**config.mk**
```make
export PLATFORM = sky130hd
export DESIGN_NAME = fcmp_seq
export DESIGN_NICKNAME = d
export VERILOG_FILES = /design/src/rtl/fcmp_seq.sv
export SDC_FILE = /design/constraint.sdc
export NUM_CORES = 1
export LEC_CHECK = 0
export CAP_MARGIN = 20
export CELL_PAD_IN_SITES_DETAIL_PLACEMENT = 0
export CELL_PAD_IN_SITES_GLOBAL_PLACEMENT = 1
export CORE_MARGIN = 10
export CORE_UTILIZATION = 34
export CTS_CLUSTER_SIZE = 10
export DETAILED_ROUTE_END_ITERATION = 6
export MAX_ROUTING_LAYER = met4
export PLACE_DENSITY = 0.9
export SLEW_MARGIN = 15
export SYNTH_ARGS = -nofsm -noshare
export SYNTH_HDL_FRONTEND = slang
export SYNTH_SLANG_ARGS = --single-unit
```
**constraint.sdc**
```tcl
create_clock -name clk -period 3.53 [get_ports clk]
set_input_delay 1.059 -clock clk [delete_from_list [all_inputs] [get_ports clk]]
set_output_delay 1.059 -clock clk [all_outputs]
set_load 0.01 [all_outputs]
```
**src/rtl/fcmp_seq.sv**
```systemverilog
// Sequencer around the registered single-precision fle comparator: runs one or
// two passes per FEQ/FLT/FLE request and returns a 0/1 result, nv flag and tag.
module fcmp_seq #(
   parameter int TAG_W = 5
) (
   input  logic             clk,
   input  logic             rstn,
   input  logic             in_valid,
   output logic             in_ready,
   input  logic [1:0]       in_op,
   input  logic [31:0]      in_a,
   input  logic [31:0]      in_b,
   input  logic [TAG_W-1:0] in_tag,
   output logic [31:0]      cmp_x1,
   output logic [31:0]      cmp_x2,
   input  logic             cmp_y,
   output logic             out_valid,
   input  logic             out_ready,
   output logic [31:0]      out_result,
   output logic             out_nv,
   output logic [TAG_W-1:0] out_tag
);
   typedef enum logic [1:0] {S_IDLE, S_A, S_B, S_RES} state_t;
   localparam logic [1:0] OP_FLE = 2'd0, OP_FLT = 2'd1, OP_FEQ = 2'd2;

   state_t             state_q, state_d;
   logic [1:0]         op_q;
   logic [31:0]        a_q, b_q;
   logic [TAG_W-1:0]   tag_q;
   logic               ya;
   logic               out_wr, accept, swap;
   logic               nan_a, nan_b, snan_a, snan_b, res_d, nv_d;

   always_comb begin
      state_d  = state_q;
      in_ready = 1'b0;
      out_wr   = 1'b0;
      case (state_q)
         S_IDLE: begin
            in_ready = 1'b1;
            if (in_valid) state_d = S_A;
         end
         S_A:   state_d = (op_q == OP_FEQ) ? S_B : S_RES;
         S_B:   state_d = S_RES;
         S_RES: begin
            if (!out_valid || out_ready) begin
               out_wr   = 1'b1;
               in_ready = 1'b1;
               state_d  = in_valid ? S_A : S_IDLE;
            end
         end
         default: state_d = S_IDLE;
      endcase
   end

   assign accept = in_valid && in_ready;

   // Outside pass A the final-pass pair is held, keeping cmp_y stable in RES
   // and leaving the last pair on the bus in IDLE.
   always_comb begin
      swap = 1'b0;
      case (state_q)
         S_A:     swap = (op_q == OP_FLT);
         S_B:     swap = 1'b1;
         default: swap = (op_q == OP_FLT) || (op_q == OP_FEQ);
      endcase
   end
   assign cmp_x1 = swap ? b_q : a_q;
   assign cmp_x2 = swap ? a_q : b_q;

   assign nan_a  = (&a_q[30:23]) && (|a_q[22:0]);
   assign nan_b  = (&b_q[30:23]) && (|b_q[22:0]);
   assign snan_a = nan_a && !a_q[22];
   assign snan_b = nan_b && !b_q[22];

   always_comb begin
      res_d = 1'b0;
      nv_d  = 1'b0;
      case (op_q)
         OP_FLE: begin res_d = cmp_y;       nv_d = nan_a || nan_b;   end
         OP_FLT: begin res_d = !cmp_y;      nv_d = nan_a || nan_b;   end
         OP_FEQ: begin res_d = ya && cmp_y; nv_d = snan_a || snan_b; end
         default: ;
      endcase
      if (nan_a || nan_b) res_d = 1'b0;
   end

   always_ff @(posedge clk or negedge rstn) begin
      if (!rstn) begin
         state_q <= S_IDLE;
         op_q    <= 2'd0;
         a_q     <= 32'd0;
         b_q     <= 32'd0;
         tag_q   <= '0;
         ya      <= 1'b0;
      end else begin
         state_q <= state_d;
         if (accept) begin
            op_q  <= in_op;
            a_q   <= in_a;
            b_q   <= in_b;
            tag_q <= in_tag;
         end
         if (state_q == S_B) ya <= cmp_y;
      end
   end

   always_ff @(posedge clk or negedge rstn) begin
      if (!rstn) begin
         out_valid  <= 1'b0;
         out_result <= 32'd0;
         out_nv     <= 1'b0;
         out_tag    <= '0;
      end else if (out_wr) begin
         out_valid  <= 1'b1;
         out_result <= {31'd0, res_d};
         out_nv     <= nv_d;
         out_tag    <= tag_q;
      end else if (out_ready) begin
         out_valid  <= 1'b0;
      end
   end
endmodule
```
# ---- Word-level counts from Yosys, hierarchy flattened
# Cells that the tools add are included.
dict set report word_totals {
  reg_bits 82
  in_bits 76
  wordCells 56
}
dict set report classes {
  n_eq_ne 7
  n_mux 16
  n_reduce_logical 23
}
# cell count
set ops {}
lappend ops {{$mux 32} 2}
lappend ops {{$reduce_or 23->1} 2}
lappend ops {{$reduce_and 8->1} 2}
lappend ops {{$pmux 2 s4} 1}
lappend ops {{$mux 1} 7}
lappend ops {{$eq 2x2->1 const B} 3}
lappend ops {{$logic_and 1x1->1} 6}
lappend ops {{$pmux 1 s2} 3}
lappend ops {{$eq 2x1->1 const B} 2}
lappend ops {{$logic_not 1->1} 4}
lappend ops {{$logic_not 2->1} 2}
lappend ops {{$logic_or 1x1->1} 4}
lappend ops {{$mux 2} 2}
lappend ops {{$ne 2x2->1 const B} 2}
lappend ops {{$pmux 1 s3} 1}
lappend ops {{$reduce_and 2->1} 1}
lappend ops {{$reduce_bool 2->1} 1}
lappend ops {{$reduce_or 2->1} 1}

# ---- Depth between registers and ports, before layout
dict set report depth {
  ltp_word 5
  depth_mapped 7
  depth_no_buf 6
}

# ---- Worst setup path after synthesis
# No wires, ideal clock.
dict set report synth_path {
  kind {flip-flop to output port}
  from {register state_q[0]}
  to {output port cmp_x1[10]}
  arrival_time_ps 1772
  path_slack_ps 699
  path_stages_with_launch 6
  n_path_buf 1
  path_cell_list {dfrtp_1 -> inv_1 -> ha_1 -> o21ai_2 -> buf_6 -> mux2_2}
}
dict set report synth_via {
  elab_chain_len 3
  elab_cells_between_ends 4
  cone_classes {eq/ne: 2; mux: 2}
}
# element line_no
set synth_rtl {}
lappend synth_rtl {{start, declared} 26} ;# state_t state_q, state_d;
lappend synth_rtl {{start signal, assigned} 97} ;# state_q <= state_d;
lappend synth_rtl {{$eq 2x2->1 / $eq 2x1->1 (equally long branches)} 62} ;# case (state_q)
lappend synth_rtl {{$pmux 1 s2 *} 62}
lappend synth_rtl {{$mux 32 *} 68} ;# assign cmp_x1 = swap ? b_q : a_q;
lappend synth_rtl {{end, declared} 14} ;# output logic [31:0] cmp_x1,
# Mark *: on every way between the ends. The rest lies on a longest branch, timed or not.

# ---- Final worst setup path
dict set report layout_path {
  from {register state_q[0]}
  to {output port cmp_x2[3]}
}
dict set report layout_via {
  elab_chain_len 3
  elab_cells_between_ends 4
  cone_classes {eq/ne: 2; mux: 2}
}
# element line_no
set layout_rtl {}
lappend layout_rtl {{$eq 2x2->1 / $eq 2x1->1 (equally long branches)} 62}
lappend layout_rtl {{$pmux 1 s2 *} 62}
lappend layout_rtl {{$mux 32 *} 69} ;# assign cmp_x2 = swap ? a_q : b_q;
lappend layout_rtl {{end, declared} 15} ;# output logic [31:0] cmp_x2,
# Marks and branches as above.

==> impl_metrics.toml <==
[routing]
wirelength_um = 12700
dr.pass1.iters = 4
viasPerCell = 4.63
first_iter_violations = 92
drtAntennaViolNets = 0
dr_total_vias = 3116
drc = 0
routedWlPerCell_um = 18.9

[worst_setup_path]
path_class = "register to output pin"
crit_required_ns = 2.47
arrival_ns = 2.38
start_kind = "register"
cp_max_fo = 21
endpoint_kind = "output pin"

[timing]
finalCritPeriodShare_pct = 97.4
fin_crit_ns = 3.44
final_max_slew_viol_count = 0
final_hold_viol_count = 0
grt_setup_unrepaired = "yes"
slew_headroom_pct = 49.0
finalClockSkew_ns = 0.00558
tightest_slew_ns = 0.766
fmax_ghz = 0.291
tns_ns = 0
final-setup-viol-count = 0

[final_layout]
layout.cells.non_filler = 673
drive_gt1_share_pct = 35.7
final_area_mm2 = 0.00636
final_common_cell = "mux2_2"
synthToLayoutAreaGrowth_pct = 40.7
fin_nets = 575
layout_common_cells = "mux2_2, dfrtp_1, clkdlybuf4s50_1"

[status]
status = "completed"

[die]
die_x_um = 135
coreArea_mm2 = 0.0131
row_count = 42
io_pins = 180
dieArea_mm2 = 0.0183
start_util_pct = 34.4
dieHeight_um = 135

[global_route]
overflow = 0
grt_max_degree = 83
antenna_found_initial = 1
track_usage_pct = 14.2
grt_pass1_vias = 3457
grt_pass1_wl_um = 19700

[clock_network]
insertion_delay_ns = 0.34
root_buffer = "clkbuf_16"
clkSinkCount = 82
path_clk_slew_ns = 0.06
cts.path.max_buffers = 2
cts_tree = "done"
numCtsBuffers = 9
htree_num_levels = 3

[yosys]
syn_area_mm2 = 0.00452
yosysWarningCount = 0
ys_seq_area_share_pct = 45.4
avgSynthCellArea_um2 = 13.5
ys_ff_latch = 82
synth.distinct_cells = 31
syn_inst = 335

[power_and_ir_drop]
power_switching_mw = 3.04
switching_share_pct = 37.8
power_frac_clock_pct = 10.8
p_leak_nw = 2.82
power_density_mw_per_mm2 = 1260
seq_power_share_pct = 23.5
power.share.combinational_pct = 65.8
p_int_mw = 5.01
max-vdd-ir-drop_mv = 0.630

[place]
port_buffers = 148
place_congestion = 0.838
postPlaceCellArea_mm2 = 0.00607
dp.cells = 652
dp_hpwl_um = 9670

[min_path]
worstHoldPathType = "register to register"

[job]
maxCapViolCount = 0
power groups by stage:
stage | Combinational, mW | Sequential (mW) | Clock, mW
global placement | 5.70 | 1.86 | 0
finish | 5.29 | 1.89 | 0.868
floorplan | 3.31 | 1.76 | 0
detailed placement | 5.75 | 1.90 | 0
CTS | 5.29 | 1.89 | 0.906
global route | 5.68 | 1.97 | 0.939
critical path, stage by stage, from the launching register on:
cell and delay [ns]:
dfrtp_1 0.39, buf_4 0.14, ha_1 0.21, a21oi_2 0.14, nand2_2 0.08, o21ai_4 0.07, buf_12 0.15, buf_16 0.17
mux2_2 0.37, dlygate4sd2_1 0.29
flip-flops by register name, indices dropped and copies added (netlist names):
name,cells
out_valid,1
tag_q,5
out_result,1
state_q,2
ya,1
out_nv,1
b_q,32
out_tag,5
a_q,32
op_q,2
layer usage:
layer | global-route usage [%] | part of all wire, % | vias to the layer above
met5 | - | 0 | -
met3 | 5.34 | 7.1 | 10
li1 | - | - | 1464
met4 | 3.35 | 0.78 | 0
met2 | 23.4 | 51 | 106
met1 | 16.0 | 41 | 1536
cell usage after synthesis:
library cell	count	area share, %
a211oi_1	1	0.17
a21oi_1	3	0.33
a21oi_4	1	0.36
a221o_1	1	0.22
a2bb2oi_1	1	0.19
and2_1	1	0.14
buf_2	1	0.11
buf_4	31	5.1
buf_6	13	3.2
conb_1	1	0.083
dfrtp_1	82	45
ha_1	8	2.2
inv_1	6	0.50
mux2_2	128	32
mux2_4	13	4.3
nand2_1	6	0.50
nand2_2	1	0.14
nand2_4	1	0.25
nand2b_1	1	0.14
nand2b_2	1	0.19
nand4_1	6	0.83
nor2_1	4	0.33
nor2b_1	1	0.14
nor3_1	4	0.44
nor4_1	10	1.4
o21ai_0	3	0.33
o21ai_1	2	0.22
o21ai_2	1	0.19
o32ai_1	1	0.19
o41ai_2	1	0.36
or2_2	1	0.14
final timing paths:
check	slack [ns]	endpoint	from	cells past startpoint
worst max-delay path	0.09	cmp_x2[3]	state_q[0]	9
worst min register to register	0.49	out_result[0]	out_result[0]	2
worst min-delay path	0.49	out_result[0]	out_result[0]	2
worst max register to register	1.46	b_q[11]	state_q[0]	8
max in group asynchronous	2.24	a_q[3]	rstn	1
min in group asynchronous	0.77	b_q[21]	rstn	1
kinds of logic (layout without fill, tap and decap cells):
group                      count (synthesis)  after routing  share of synthesized area, %
muxes                                    141            141                          36.2
DFF                                       82             82                          45.4
buffers and inverters                     51            182                          8.99
and+or+nand+nor                           37             37                          4.62
AOI/OAI and AO/OA                         15             15                          2.57
adders and majority gates                  8              8                          2.21
other                                      1             32                        0.0829
layout make-up:
class / instances / area [um^2]
fill: 1227 / 6770
multi-input combinational: 232 / 2210
sequential: 82 / 2050
timing repair buffer: 160 / 1590
clock buffer: 13 / 250
tap: 176 / 220
inverter: 6 / 22.5
clock inverter: 3 / 15.0
antenna: 1 / 2.50
stage by stage:
stage | setup WS [ns] | util [%] | hold WS [ns] | total power, mW
CTS | 0.0787 | 48.1 | 0.498 | 8.08
global placement | 0.0338 | 46.2 | 0.471 | 7.56
floorplan | 0.699 | - | 0.475 | 5.06
finish | 0.0927 | 48.4 | 0.493 | 8.05
global route | -0.00540 | 48.4 | 0.522 | 8.59
detailed placement | 0.000640 | 46.2 | 0.473 | 7.65
timing repair:
item | in CTS | in global routing
pin swaps | 1 | 0
hold buffers | 0 | 0
buffers inserted | 4 | 0
gates resized for setup | 67 | 19
endpoints found under the setup margin | 65 | 56
(Power assumes the default switching activity.)
